[config.mk]
export PLATFORM = sky130hd
export DESIGN_NAME = spi_mem_responder
export DESIGN_NICKNAME = d
export VERILOG_FILES = /design/src/rtl/spi_mem_responder_pkg.sv /design/src/rtl/spi_mem_responder_edge_sync.sv /design/src/rtl/spi_mem_responder.sv
export SDC_FILE = /design/constraint.sdc
export NUM_CORES = 1
export LEC_CHECK = 0
export ABC_CLOCK_PERIOD_IN_PS = 3500
export BUFFER_PORTS_ARGS = -buffer_cell sky130_fd_sc_hd__buf_2
export CORE_MARGIN = 2
export CORE_UTILIZATION = 45
export DETAILED_ROUTE_END_ITERATION = 16
export PLACE_DENSITY = 0.71
export SKIP_LAST_GASP = 1
export SLEW_MARGIN = 20
export SYNTH_ARGS = -nofsm -noshare
export SYNTH_HDL_FRONTEND = slang
export SYNTH_HIERARCHICAL = 1
export SYNTH_SLANG_ARGS = --single-unit
[constraint.sdc]
create_clock -name clk -period 3.5 [get_ports clk]
set_input_delay 0.7 -clock clk [delete_from_list [all_inputs] [get_ports clk]]
set_output_delay 0.7 -clock clk [all_outputs]
set_load 0.01 [all_outputs]
[src/rtl/spi_mem_responder_pkg.sv]
// Shared definitions for the SPI serial-RAM responder: command opcodes,
// address length, FSM state and transfer-mode encodings.
package spi_mem_responder_pkg;

    localparam logic [7:0] SPI_CMD_READ      = 8'h03;
    localparam logic [7:0] SPI_CMD_WRITE     = 8'h02;
    localparam logic [7:0] SPI_CMD_FAST_READ = 8'h0B;

    localparam int         SPI_ADDR_BYTES = 3;
    localparam logic [1:0] SPI_ADDR_LAST  = 2'(SPI_ADDR_BYTES - 1);

    typedef enum logic [2:0] {
        ST_IDLE,
        ST_CMD,
        ST_ADDR,
        ST_DUMMY,
        ST_DATA_RD,
        ST_DATA_WR,
        ST_IGNORE
    } spi_state_t;

    typedef enum logic [1:0] {
        MODE_READ,
        MODE_WRITE,
        MODE_FAST_READ
    } spi_mode_t;

    // Mode only matters for opcodes the FSM accepts; others go to IGNORE.
    function automatic spi_mode_t cmd_mode(input logic [7:0] cmd);
        if (cmd == SPI_CMD_WRITE)
            return MODE_WRITE;
        else if (cmd == SPI_CMD_FAST_READ)
            return MODE_FAST_READ;
        else
            return MODE_READ;
    endfunction

endpackage

[src/rtl/spi_mem_responder_edge_sync.sv]
// Multi-flop synchronizers for sclk/cs_n/mosi plus sclk edge detection
// on the synchronized clock value.
module spi_edge_sync #(
    parameter int SYNC_STAGES = 2
) (
    input  logic clk,
    input  logic rst_n,
    input  logic sclk,
    input  logic cs_n,
    input  logic mosi,
    output logic sclk_rise,
    output logic sclk_fall,
    output logic cs_n_sync,
    output logic mosi_sync
);

    logic [SYNC_STAGES-1:0] sclk_sync;
    logic [SYNC_STAGES-1:0] cs_n_sync_q;
    logic [SYNC_STAGES-1:0] mosi_sync_q;
    logic                   sclk_p1;

    always_ff @(posedge clk or negedge rst_n) begin
        if (!rst_n) begin
            sclk_sync   <= '0;
            cs_n_sync_q <= '1;
            mosi_sync_q <= '0;
            sclk_p1     <= 1'b0;
        end else begin
            sclk_sync   <= {sclk_sync[SYNC_STAGES-2:0], sclk};
            cs_n_sync_q <= {cs_n_sync_q[SYNC_STAGES-2:0], cs_n};
            mosi_sync_q <= {mosi_sync_q[SYNC_STAGES-2:0], mosi};
            sclk_p1     <= sclk_sync[SYNC_STAGES-1];
        end
    end

    // mosi shares the sclk depth, so it is aligned with the detected rise.
    assign sclk_rise = sclk_sync[SYNC_STAGES-1] & ~sclk_p1;
    assign sclk_fall = ~sclk_sync[SYNC_STAGES-1] & sclk_p1;
    assign cs_n_sync = cs_n_sync_q[SYNC_STAGES-1];
    assign mosi_sync = mosi_sync_q[SYNC_STAGES-1];

endmodule

[src/rtl/spi_mem_responder.sv]
// SPI mode-0 serial-RAM responder (READ 0x03, WRITE 0x02, 24-bit address).
// Define SPI_RESP_FAST_READ_EN to also accept FAST READ 0x0B (one dummy byte).
module spi_mem_responder
    import spi_mem_responder_pkg::*;
#(
    parameter int DEPTH       = 64,
    parameter int SYNC_STAGES = 2
) (
    input  logic       clk,
    input  logic       rst_n,
    input  logic       sclk,
    input  logic       cs_n,
    input  logic       mosi,
    output logic       miso,
    output logic       busy,
    output logic       txn_done,
    output logic [7:0] bytes_written
);

    localparam int AW = (DEPTH > 1) ? $clog2(DEPTH) : 1;

    logic sclk_rise;
    logic sclk_fall;
    logic cs_n_s;
    logic mosi_s;

    spi_edge_sync #(
        .SYNC_STAGES(SYNC_STAGES)
    ) u_edge_sync (
        .clk      (clk),
        .rst_n    (rst_n),
        .sclk     (sclk),
        .cs_n     (cs_n),
        .mosi     (mosi),
        .sclk_rise(sclk_rise),
        .sclk_fall(sclk_fall),
        .cs_n_sync(cs_n_s),
        .mosi_sync(mosi_s)
    );

    spi_state_t  state_q;
    spi_state_t  state_d;
    spi_mode_t   mode_q;
    logic [6:0]  rx_sh_q;
    logic [7:0]  tx_byte_q;
    logic [7:0]  bw_q;
    logic [2:0]  bit_cnt_q;
    logic [1:0]  addr_cnt_q;
    logic [23:0] addr_q;
    logic        got_byte_q;
    logic        miso_q;
    logic        txn_done_q;
    logic [7:0]  mem_q [DEPTH];

    logic [7:0]  rx_byte;
    logic        byte_done;
    logic        cmd_ok;
    logic [23:0] addr_shift;
    logic [23:0] addr_inc;

    function automatic logic [7:0] sat_inc(input logic [7:0] v);
        return (v == 8'hFF) ? v : v + 8'd1;
    endfunction

    always_comb begin
        rx_byte    = {rx_sh_q, mosi_s};
        byte_done  = (state_q != ST_IDLE) && !cs_n_s && sclk_rise && (bit_cnt_q == 3'd7);
        addr_shift = {addr_q[15:0], rx_byte};
        addr_inc   = addr_q;
        addr_inc[AW-1:0] = addr_q[AW-1:0] + AW'(1);
`ifdef SPI_RESP_FAST_READ_EN
        cmd_ok = rx_byte inside {SPI_CMD_READ, SPI_CMD_WRITE, SPI_CMD_FAST_READ};
`else
        cmd_ok = rx_byte inside {SPI_CMD_READ, SPI_CMD_WRITE};
`endif
    end

    always_comb begin
        state_d = state_q;
        unique case (state_q)
            ST_IDLE:  if (!cs_n_s) state_d = ST_CMD;
            ST_CMD:   if (byte_done) state_d = cmd_ok ? ST_ADDR : ST_IGNORE;
            ST_ADDR: begin
                if (byte_done && addr_cnt_q == SPI_ADDR_LAST) begin
                    if (mode_q == MODE_WRITE)
                        state_d = ST_DATA_WR;
                    else if (mode_q == MODE_FAST_READ)
                        state_d = ST_DUMMY;
                    else
                        state_d = ST_DATA_RD;
                end
            end
            ST_DUMMY: if (byte_done) state_d = ST_DATA_RD;
            default:  state_d = state_q;
        endcase
        // Deselect overrides any in-flight byte, including one completing now.
        if (state_q != ST_IDLE && cs_n_s)
            state_d = ST_IDLE;
    end

    always_ff @(posedge clk or negedge rst_n) begin
        if (!rst_n)
            state_q <= ST_IDLE;
        else
            state_q <= state_d;
    end

    always_ff @(posedge clk or negedge rst_n) begin
        if (!rst_n) begin
            mode_q     <= MODE_READ;
            rx_sh_q    <= '0;
            tx_byte_q  <= '0;
            bw_q       <= '0;
            bit_cnt_q  <= '0;
            addr_cnt_q <= '0;
            addr_q     <= '0;
            got_byte_q <= 1'b0;
            miso_q     <= 1'b0;
            txn_done_q <= 1'b0;
            for (int i = 0; i < DEPTH; i++)
                mem_q[i] <= 8'h00;
        end else begin
            txn_done_q <= 1'b0;
            if (state_q == ST_IDLE) begin
                bit_cnt_q  <= '0;
                addr_cnt_q <= '0;
                got_byte_q <= 1'b0;
                miso_q     <= 1'b0;
                if (!cs_n_s)
                    bw_q <= '0;
            end else if (cs_n_s) begin
                miso_q     <= 1'b0;
                txn_done_q <= got_byte_q;
            end else begin
                if (sclk_rise) begin
                    rx_sh_q   <= rx_byte[6:0];
                    bit_cnt_q <= bit_cnt_q + 3'd1;
                end
                if (byte_done)
                    got_byte_q <= 1'b1;
                case (state_q)
                    ST_CMD: if (byte_done) mode_q <= cmd_mode(rx_byte);
                    ST_ADDR: begin
                        if (byte_done) begin
                            addr_q     <= addr_shift;
                            addr_cnt_q <= addr_cnt_q + 2'd1;
                            if (addr_cnt_q == SPI_ADDR_LAST && mode_q == MODE_READ)
                                tx_byte_q <= mem_q[addr_shift[AW-1:0]];
                        end
                    end
                    ST_DUMMY: if (byte_done) tx_byte_q <= mem_q[addr_q[AW-1:0]];
                    ST_DATA_RD: begin
                        // The eighth fall shifts out bit 0 and stages the next byte.
                        if (sclk_fall) begin
                            miso_q <= tx_byte_q[7];
                            if (bit_cnt_q == 3'd7) begin
                                addr_q    <= addr_inc;
                                tx_byte_q <= mem_q[addr_inc[AW-1:0]];
                            end else begin
                                tx_byte_q <= {tx_byte_q[6:0], 1'b0};
                            end
                        end
                    end
                    ST_DATA_WR: begin
                        if (byte_done) begin
                            mem_q[addr_q[AW-1:0]] <= rx_byte;
                            addr_q                <= addr_inc;
                            bw_q                  <= sat_inc(bw_q);
                        end
                    end
                    default: miso_q <= 1'b0;
                endcase
            end
        end
    end

    assign miso          = miso_q;
    assign busy          = (state_q != ST_IDLE);
    assign txn_done      = txn_done_q;
    assign bytes_written = bw_q;

endmodule

==> After elaboration in Yosys (flattened, before gate mapping) <==
Cells that the tools add are included.
{ "word_totals": {"ff_bits": 561, "wordCells": 210, "out_inout_bits": 11, "inputBits": 5} }
{ "op_classes": {"n_mux": 56, "reduce_logical": 31, "n_eq_ne": 27, "n_addsub": 4, "bitwise": 9, "order_cmp": 4} }
{ "op_table": {"columns": ["op", "count"], "rows": [
  ["512-bit bitwise mux", 1],
  ["8-bit 2-to-1 mux", 19],
  ["8-bit binary-select mux with 6-bit select", 3],
  ["8-bit demux with 6-bit select", 1],
  ["8-bit case mux with 3 select lines", 2],
  ["3-bit 2-to-1 mux", 11],
  ["7-bit >= comparator, second input constant", 3],
  ["6-bit inverter with 7-bit output", 3],
  ["6-bit 2-to-1 mux", 3],
  ["8-bit by 2-bit == test with 1-bit output, second input constant", 2],
  ["2-bit inequality test, second input constant", 8],
  ["7-bit AND reduction", 2],
  ["2-bit 2-to-1 mux", 6],
  ["3-bit inequality test, second input constant", 4],
  ["3-bit case mux with 4 select lines", 1],
  ["4-bit AND reduction", 3],
  ["2-bit nonzero test", 5],
  ["3-bit == test, second input constant", 3],
  ["3-bit nonzero test", 3],
  ["8-bit by 1-bit adder with 8-bit output, second input constant", 1],
  ["8-bit by 4-bit == test with 1-bit output, second input constant", 1],
  ["8-bit == test, second input constant", 1],
  ["1-bit 2-to-1 mux", 8],
  ["1-bit logical AND", 7],
  ["21 further kinds", 30]
]} }

==> Depth between registers and ports, before layout <==
Gate-level depths: netlist of run 1.
{ "logic_depth": {"word_depth": 8, "ltp_mapped": 11, "ltp_nobuf": 9} }

==> Cells and area by module <==
Netlist of run 1, hierarchy kept.
{ "modules_own_cells": {"columns": ["mod", "instances", "cells_per_inst", "area_per_inst_um2", "seq_area_each_um2"], "rows": [
  ["spi_mem_responder", 1, 2653, 34350.4, 13863.3],
  ["spi_edge_sync", 1, 9, 192.7, 177.7]
]} }

==> Worst setup path after synthesis of run 1 <==
No wires, ideal clock.
{ "synth_path": {"path_kind": "register to register", "start": "register addr_q[0]", "end": "register tx_byte_q[2]", "path_stages_with_launch": 11, "setup_ps": 126, "n_path_buf": 3, "arrival_time_ps": 2638, "required_ps": 3374, "path_slack_ps": 736, "synth_period_minus_slack_ps": 2764, "path_cell_list": "dfrtp_1 ha_1 buf_6 buf_4 buf_2 mux4_2 nand2_1 nand3_1 o211ai_1 nand4_1 o32a_1"} }
{ "synth_via": {"elab_chain_cells": 8, "word_cells_on_any_way": 13, "classes_between": "add/sub: 1; mux: 10; bitwise: 2"} }
{ "synth_lines": {"columns": ["item", "line_no", "rtl"], "rows": [
  ["start, declared", "spi_mem_responder.sv:49", "logic [23:0] addr_q;"],
  ["start signal, assigned", "spi_mem_responder.sv:145", "addr_q <= addr_shift;"],
  ["start signal, assigned", "spi_mem_responder.sv:157", "addr_q <= addr_inc;"],
  ["start signal, assigned", "spi_mem_responder.sv:167", "addr_q <= addr_inc;"],
  ["6-bit by 1-bit adder with 6-bit output", "spi_mem_responder.sv:70", "addr_inc[AW-1:0] = addr_q[AW-1:0] + AW'(1);"],
  ["6-bit inverter with 7-bit output (not written as such)", "spi_mem_responder.sv:158", "tx_byte_q <= mem_q[addr_inc[AW-1:0]];"],
  ["8-bit binary-select mux with 6-bit select", "spi_mem_responder.sv:158", null],
  ["8-bit 2-to-1 mux (not written as such) (2 in a row)", "spi_mem_responder.sv:158", null],
  ["8-bit 2-to-1 mux", "spi_mem_responder.sv:156", "if (bit_cnt_q == 3'd7) begin"],
  ["8-bit 2-to-1 mux", "spi_mem_responder.sv:154", "if (sclk_fall) begin"],
  ["8-bit case mux with 3 select lines (*)", "spi_mem_responder.sv:141", "case (state_q)"],
  ["end signal, assigned", "spi_mem_responder.sv:148", "tx_byte_q <= mem_q[addr_shift[AW-1:0]];"],
  ["end signal, assigned", "spi_mem_responder.sv:158", null],
  ["end signal, assigned", "spi_mem_responder.sv:160", "tx_byte_q <= {tx_byte_q[6:0], 1'b0};"],
  ["end, declared", "spi_mem_responder.sv:45", "logic [7:0] tx_byte_q;"]
]} }
Every way passes the cells marked *; elsewhere a longest branch is shown, timed or not. The select of a mux whose other input is x is not followed.
A chain may end at the register's enable or synchronous reset.

==> Worst setup path after layout of run 1 <==
{ "layout_path": {"start": "register addr_q[0]", "end": "register tx_byte_q[1]"} }
The elaborated chain is that of the path after synthesis.

==> qor.txt, run 1 <==
Type of origin of the critical path = register
RSZ-0062 raised after global routing = false
Async SR Flop Fraction = 1.00
Vias in the first global route = 27.2k
Worst path max stage delay = 0.72 ns
Period utilisation layout = 0.995
Share of cells above drive strength 1 = 0.475
Worst hold path type = in -> async
Router iterations before antenna repair = 6
FP Rows = 101
Classification of the worst setup path = reg -> reg
Most common cell after layout, fill and taps aside = mux2_2
Slew @ Worst Pin = 1.08 ns
Post-synthesis cell count = 2662
Fin crit period = 3.48 ns
Layout net count = 2823
Die Span X = 281 µm
Met2 wire len = 59600 µm
CP Cell Sequence = buf_12 -> buf_12 -> nor2b_1 -> buf_4 -> o2bb2ai_1 -> a222oi_1 -> a21oi_1 -> buf_4 -> a2111oi_1 -> buf_4 -> a21o_1 -> a31oi_1
R2R setup slack = 0.02 ns
Iter 0 DRT Violations = 4016
Via density per instance = 7.05
Switch Pwr = 4.37 mW
Pin count of the biggest net entering global routing = 96
GRT Total Usage = 0.354
Critical Path End Type = register
Clk network pwr share = 0.460
H-tree depth = 2
VDD IR-drop max = 0.373 mV
Slew margin rel. = 0.277
Most used cell, CP = buf_4
Count of flip-flops with a built-in enable after synthesis = 0
Gate power share = 0.120
Clock latency on the worst-skew pair = 0.67 ns
Vias = 27.4k
Num ports = 16
Worst-path clk slew = 0.07 ns
Clk root buf = clkbuf_16
Worst R2R End = tx_byte_q[1]
TritonCTS Sinks = 561
Post-route DRC = 0
Crit path max fanout = 62
Post-CTS Setup Inserts = 0
Worst clock skew = 0.0462 ns
Setup TNS = 0 ns
TritonCTS clock tree = yes
Die area = 79000 µm²
Fin cells = 3892
Inst Count DP = 3777
Worst hold margin = 0.00947 ns
Slew Viols, Final = 0
Syn avg cell area = 13.0 µm²
Synth unique cells = 80
First-pass GRT wire length = 201000 µm
Worst reg2reg path depth = 12
DR top layer = met5
Clock Tree Buf Depth = 3
Max-cap violation count = 0
Met3 Wirelength = 16800 µm
Core area = 75900 µm²
Final hold violation count = 0
Wirelength, routed = 139000 µm
Primary FF master, synth = dfrtp_1
Synth-to-layout area growth = 15.2%
Most frequent cells in the layout = mux2_2 (579), dfrtp_1 (548), buf_4 (268)
Post-synthesis sequential area ratio = 0.406
F_max = 0.287 GHz
Setup violations, final = 0
IO buf count = 15
Endpoint required time on the critical path = 4.02 ns
Synthesized flop and latch total = 561
Antenna violations before repair = 7
Drt wl/cell = 35.6 µm
Critical Path AT = 4.00 ns
Die Y = 281 µm
Pint = 11.5 mW
Gr ovfl total = 0
Reg power frac = 0.420
M1 wire length = 52300 µm
P_leak = 17.1 nW
Power Density = 399 nW/µm²
Final Power = 15.9 mW
Hold-fix buffers, CTS = 0
FF-to-FF Start = addr_q[0]
Routed Antenna Nets = 0
Mapped Nets = 2675
CP max-delay cell = a2111oi_1
Outcome = completed
Sw Share = 0.275
Initial Util = 0.455
Cell Area, Synth = 34500 µm²
HPWL after DPL = 98100 µm
Gp weighted congestion = 1.05
Synth warn = 6
CTS buffer count = 61
[cell families (layout without fill, tap and decap cells)]
family / Yosys count / count (layout) / synth area share
compound gates: 433 / 433 / 0.0929
buf+inv: 249 / 447 / 0.0372
mux: 957 / 957 / 0.394
simple gates: 442 / 442 / 0.0632
xor+xnor: 12 / 12 / 0.00326
fa+ha+maj: 8 / 8 / 0.00290
other cells: 0 / 2 / 0
flops: 561 / 561 / 0.406
[sequential cells by signal (all words and copies together), names as in the netlist, 3 cells and up]
signal	cells
state_q	3
bit_cnt_q	3
mem_q	512
bytes_written	8
rx_sh_q	7
addr_q	6
tx_byte_q	8
[worst max-delay path by stage]
stage / start / endpoint / slack [ns] / cells after the start
after floorplan: addr_q[0] / tx_byte_q[2] / 0.74 / 10
after global placement: addr_q[0] / tx_byte_q[1] / 0.03 / 12
after global routing: addr_q[0] / tx_byte_q[6] / 0.003 / 10
after CTS: addr_q[0] / tx_byte_q[6] / 0.16 / 11
final: addr_q[0] / tx_byte_q[1] / 0.02 / 12
after detailed placement: addr_q[0] / tx_byte_q[1] / -0.006 / 12
[Yosys cell counts, drive strengths merged, types with 6 or more instances]
library cell  instances  share of area
clkbuf              109          0.012
mux4                263           0.17
o221ai                8         0.0020
nor3                 22         0.0033
nor2b                19         0.0034
a211oi               15         0.0033
nor2                132          0.019
ha                    8         0.0029
xnor2                 6         0.0015
dfrtp               559           0.40
o211ai                9         0.0020
mux2i               112          0.032
o21ai                58         0.0084
nor4                  6         0.0011
o22ai                13         0.0024
a221o                26         0.0075
a2111oi              12         0.0030
buf                 126          0.024
a222oi               10         0.0029
mux2                582           0.19
a31oi                24         0.0043
nor3b                 6         0.0014
and3                  6         0.0011
inv                  13         0.0014
nand4                14         0.0025
nand2               153          0.017
a22oi                63          0.014
xor2                  6         0.0017
o2bb2ai              16         0.0041
nand3b                8         0.0017
a41oi                 6         0.0015
and2                 11         0.0020
a221oi               51          0.013
a21oi                59         0.0085
nand3                44         0.0065
a22o                 21         0.0053
and3b                 6         0.0015
[power by group through the flow]
stage | clock network, mW | logic, mW | registers [mW]
after detailed placement | 0 | 1.82 | 6.77
final | 7.30 | 1.91 | 6.67
after CTS | 7.36 | 1.82 | 6.65
after global placement | 0 | 1.79 | 6.77
after global routing | 7.60 | 1.93 | 6.66
after floorplan | 0 | 0.945 | 6.64
[stage by stage]
step	utilization	setup slack, ns	instance area, µm²
floorplan	-	0.736	34500
global placement	0.494	0.0330	37500
detailed placement	0.494	-0.00587	37500
CTS	0.524	0.165	39800
global route	0.524	0.00317	39800
finish	0.524	0.0182	39800
[per-layer routing]
metal | vias up | global-route usage
met3 | 514 | 0.110
met2 | 1997 | 0.518
met1 | 14100 | 0.466
li1 | 10800 | -
met4 | 10 | 0.198
met5 | - | 0
[what timing repair did]
| item | 4_1_cts | 5_1_grt |
|---|---|---|
| pin swaps | 0 | 0 |
| setup endpoints to repair | 1 | 1 |
| hold endpoints to repair | 0 | 0 |
| resized for setup | 1 | 1 |
[worst max-delay path: cells and delay by family (launching register included)]
kind / cells / cell delay, ns
compound gates: 6 / 1.50
buf+inv: 5 / 1.20
flops: 1 / 0.49
simple gates: 1 / 0.13
[final cells by class]
| class | count | area [µm²] |
|---|---|---|
| diodes | 2 | 5.00 |
| clock buffers | 89 | 1840 |
| clock inverters | 24 | 418 |
| fillers | 6357 | 36200 |
| inverters | 14 | 52.6 |
| multi-input cells | 1852 | 19300 |
| flip-flops and latches | 561 | 14100 |
| well taps | 1030 | 1290 |
| repair buffers | 320 | 2840 |
(Power assumes the default switching activity.)
==> run 2, diff against run 1 <==
- SETUP_SLACK_MARGIN: default -> 0.15
==> run 2 against run 1 <==
  * Wire length is 0.13% higher
  * Setup slack better by 0.14 ns
  * Clock power hardly changed
  * Sequential cell count stayed put
  * Register-to-register slack better by 0.14 ns
  * Die area stayed put
  * Core utilization is 0.061 points higher
==> qor.txt, run 2 (synthesis results as in run 1) <==
Post-route DRC = 0
Type of origin of the critical path = register
Grt met1 use = 0.466
TritonCTS clock tree = yes
Sequential cell area = 14100 µm²
Final hold violation count = 0
Vias = 27.6k
Initial Util = 0.455
Antenna violations before repair = 7
Most common cell after layout, fill and taps aside = mux2_2
Max-cap violation count = 0
First-pass GRT wire length = 201000 µm
CTS buffer count = 61
Grt peak-use layer = met2
Footprint of the multi-input gates = 19300 µm²
Sw Share = 0.275
Critical Path AT = 3.94 ns
Via density per instance = 7.08
H-tree depth = 2
Routed Antenna Nets = 0
Final worst slack = 0.156 ns
Power Density = 399 nW/µm²
Crit path max fanout = 18
CP Cell Sequence = buf_12 -> inv_1 -> buf_4 -> a221o_1 -> o21ai_0 -> a21oi_1 -> nor3_1 -> buf_4 -> a21oi_1 -> o32a_1
Placement Setup Slack = -0.00587 ns
Met2 GRT Util = 0.518
GRT Total Usage = 0.354
Endpoint required time on the critical path = 4.10 ns
CP max-delay cell = inv_1
Gp weighted congestion = 1.05
Period utilisation layout = 0.955
Max reg flops = 512
Post-CTS Setup Inserts = 0
Die Y = 281 µm
Reg power frac = 0.420
Worst-path clk slew = 0.07 ns
Most frequent cells in the layout = mux2_2 (579), dfrtp_1 (548), buf_4 (268)
Vias in the first global route = 27.2k
TritonCTS Sinks = 561
Worst clock skew = 0.0455 ns
Die Span X = 281 µm
Clk root buf = clkbuf_16
Critical Path End Type = register
Router iterations before antenna repair = 8
VDD IR-drop max = 0.373 mV
Clock Tree Buf Depth = 3
Setup violations, final = 0
Hold-fix buffers, CTS = 0
Placed cell areas = 37500 µm²
Worst path max stage delay = 0.67 ns
Classification of the worst setup path = reg -> reg
Wirelength, routed = 139000 µm
Num ports = 16
RSZ-0062 raised after global routing = true
Fin cells = 3893
Die area = 79000 µm²
Gate power share = 0.120
Pin count of the biggest net entering global routing = 96
HPWL after DPL = 98100 µm
Share of cells above drive strength 1 = 0.476
IO buf count = 15
Switch Pwr = 4.37 mW
Drt wl/cell = 35.7 µm
Synth-to-layout area growth = 15.3%
GRT met3 Usage = 0.110
Slew @ Worst Pin = 1.09 ns
Clk network pwr share = 0.460
Core area = 75900 µm²
Fin crit period = 3.34 ns
Largest reg by FF count = mem_q
Clock latency on the worst-skew pair = 0.67 ns
P_leak = 17.1 nW
Slew margin rel. = 0.275
Pint = 11.5 mW
Iter 0 DRT Violations = 3846
Outcome = completed
Gr ovfl total = 0
Layout net count = 2824
FP Rows = 101
F_max = 0.299 GHz
Inst Count DP = 3777
Worst hold path type = in -> async
Slew Viols, Final = 0
Post-Layout Inst Area = 39800 µm²
Fill cell count = 6353
-- run 2: cell count changes in the layout (fill, tap and decap cells not counted), sizes merged --
| cell | previous run | this run |
|---|---|---|
| clkbuf | 89 | 90 |
-- run 2: final timing paths --
kind	start	to	slack [ns]	cells past startpoint
max in group asynchronous	rst_n	bit_cnt_q[2]	2.28	3
hold reg to reg	u_edge_sync/sclk_sync[0]	u_edge_sync/sclk_sync[1]	0.35	0
hold / removal	rst_n	mem_q[462]	0.01	1
setup / recovery	addr_q[1]	tx_byte_q[3]	0.16	10
min in group clk	cs_n	u_edge_sync/cs_n_sync_q[0]	0.14	1
setup reg to reg	addr_q[1]	tx_byte_q[3]	0.16	10
-- run 2: timing repair --
item | CTS | global route
pin swaps | 0 | 0
gates cloned | 0 | 1
gates resized for setup | 1 | 8
endpoints found under the setup margin | 1 | 4
-- run 2: final cells by class --
type / count / area share
Antenna cell: 2 / 0.000126
Clock buffer: 89 / 0.0463
Clock inverter: 24 / 0.0105
Inverter: 14 / 0.00132
Multi-Input combinational cell: 1852 / 0.484
Sequential cell: 561 / 0.353
Tap cell: 1030 / 0.0323
Timing Repair Buffer: 321 / 0.0720
-- run 2: layer usage --
| metal | share of wire | routed length [µm] | vias up |
|---|---|---|---|
| met3 | 0.12 | 16700 | 546 |
| li1 | - | - | 10800 |
| met5 | 0.00060 | 83 | - |
| met4 | 0.071 | 9910 | 12 |
| met1 | 0.38 | 52300 | 14200 |
| met2 | 0.43 | 59800 | 2066 |
-- run 2: critical path, delay by kind of cell (launching register included) --
kind	cells	cell delay (ns)
buf+inv	4	1.39
flops	1	0.54
compound gates	5	1.19
simple gates	1	0.14
-- run 2: power by group through the flow --
stage / Clock [mW] / Sequential [mW] / Combinational (mW)
CTS: 7.36 / 6.65 / 1.82
global placement: 0 / 6.77 / 1.79
floorplan: 0 / 6.64 / 0.945
finish: 7.30 / 6.66 / 1.91
detailed placement: 0 / 6.77 / 1.82
global route: 7.60 / 6.66 / 1.93
-- run 2: stage by stage --
| step | hold WS (ns) | util | power [mW] | TNS, ns |
|---|---|---|---|---|
| after floorplan | 0.331 | - | 7.59 | 0 |
| after global placement | 0.338 | 0.494 | 8.56 | 0 |
| after detailed placement | 0.335 | 0.494 | 8.59 | -0.00587 |
| after CTS | 0.0767 | 0.524 | 15.8 | 0 |
| after global routing | 0.0761 | 0.524 | 16.2 | 0 |
| final | 0.0112 | 0.525 | 15.9 | 0 |
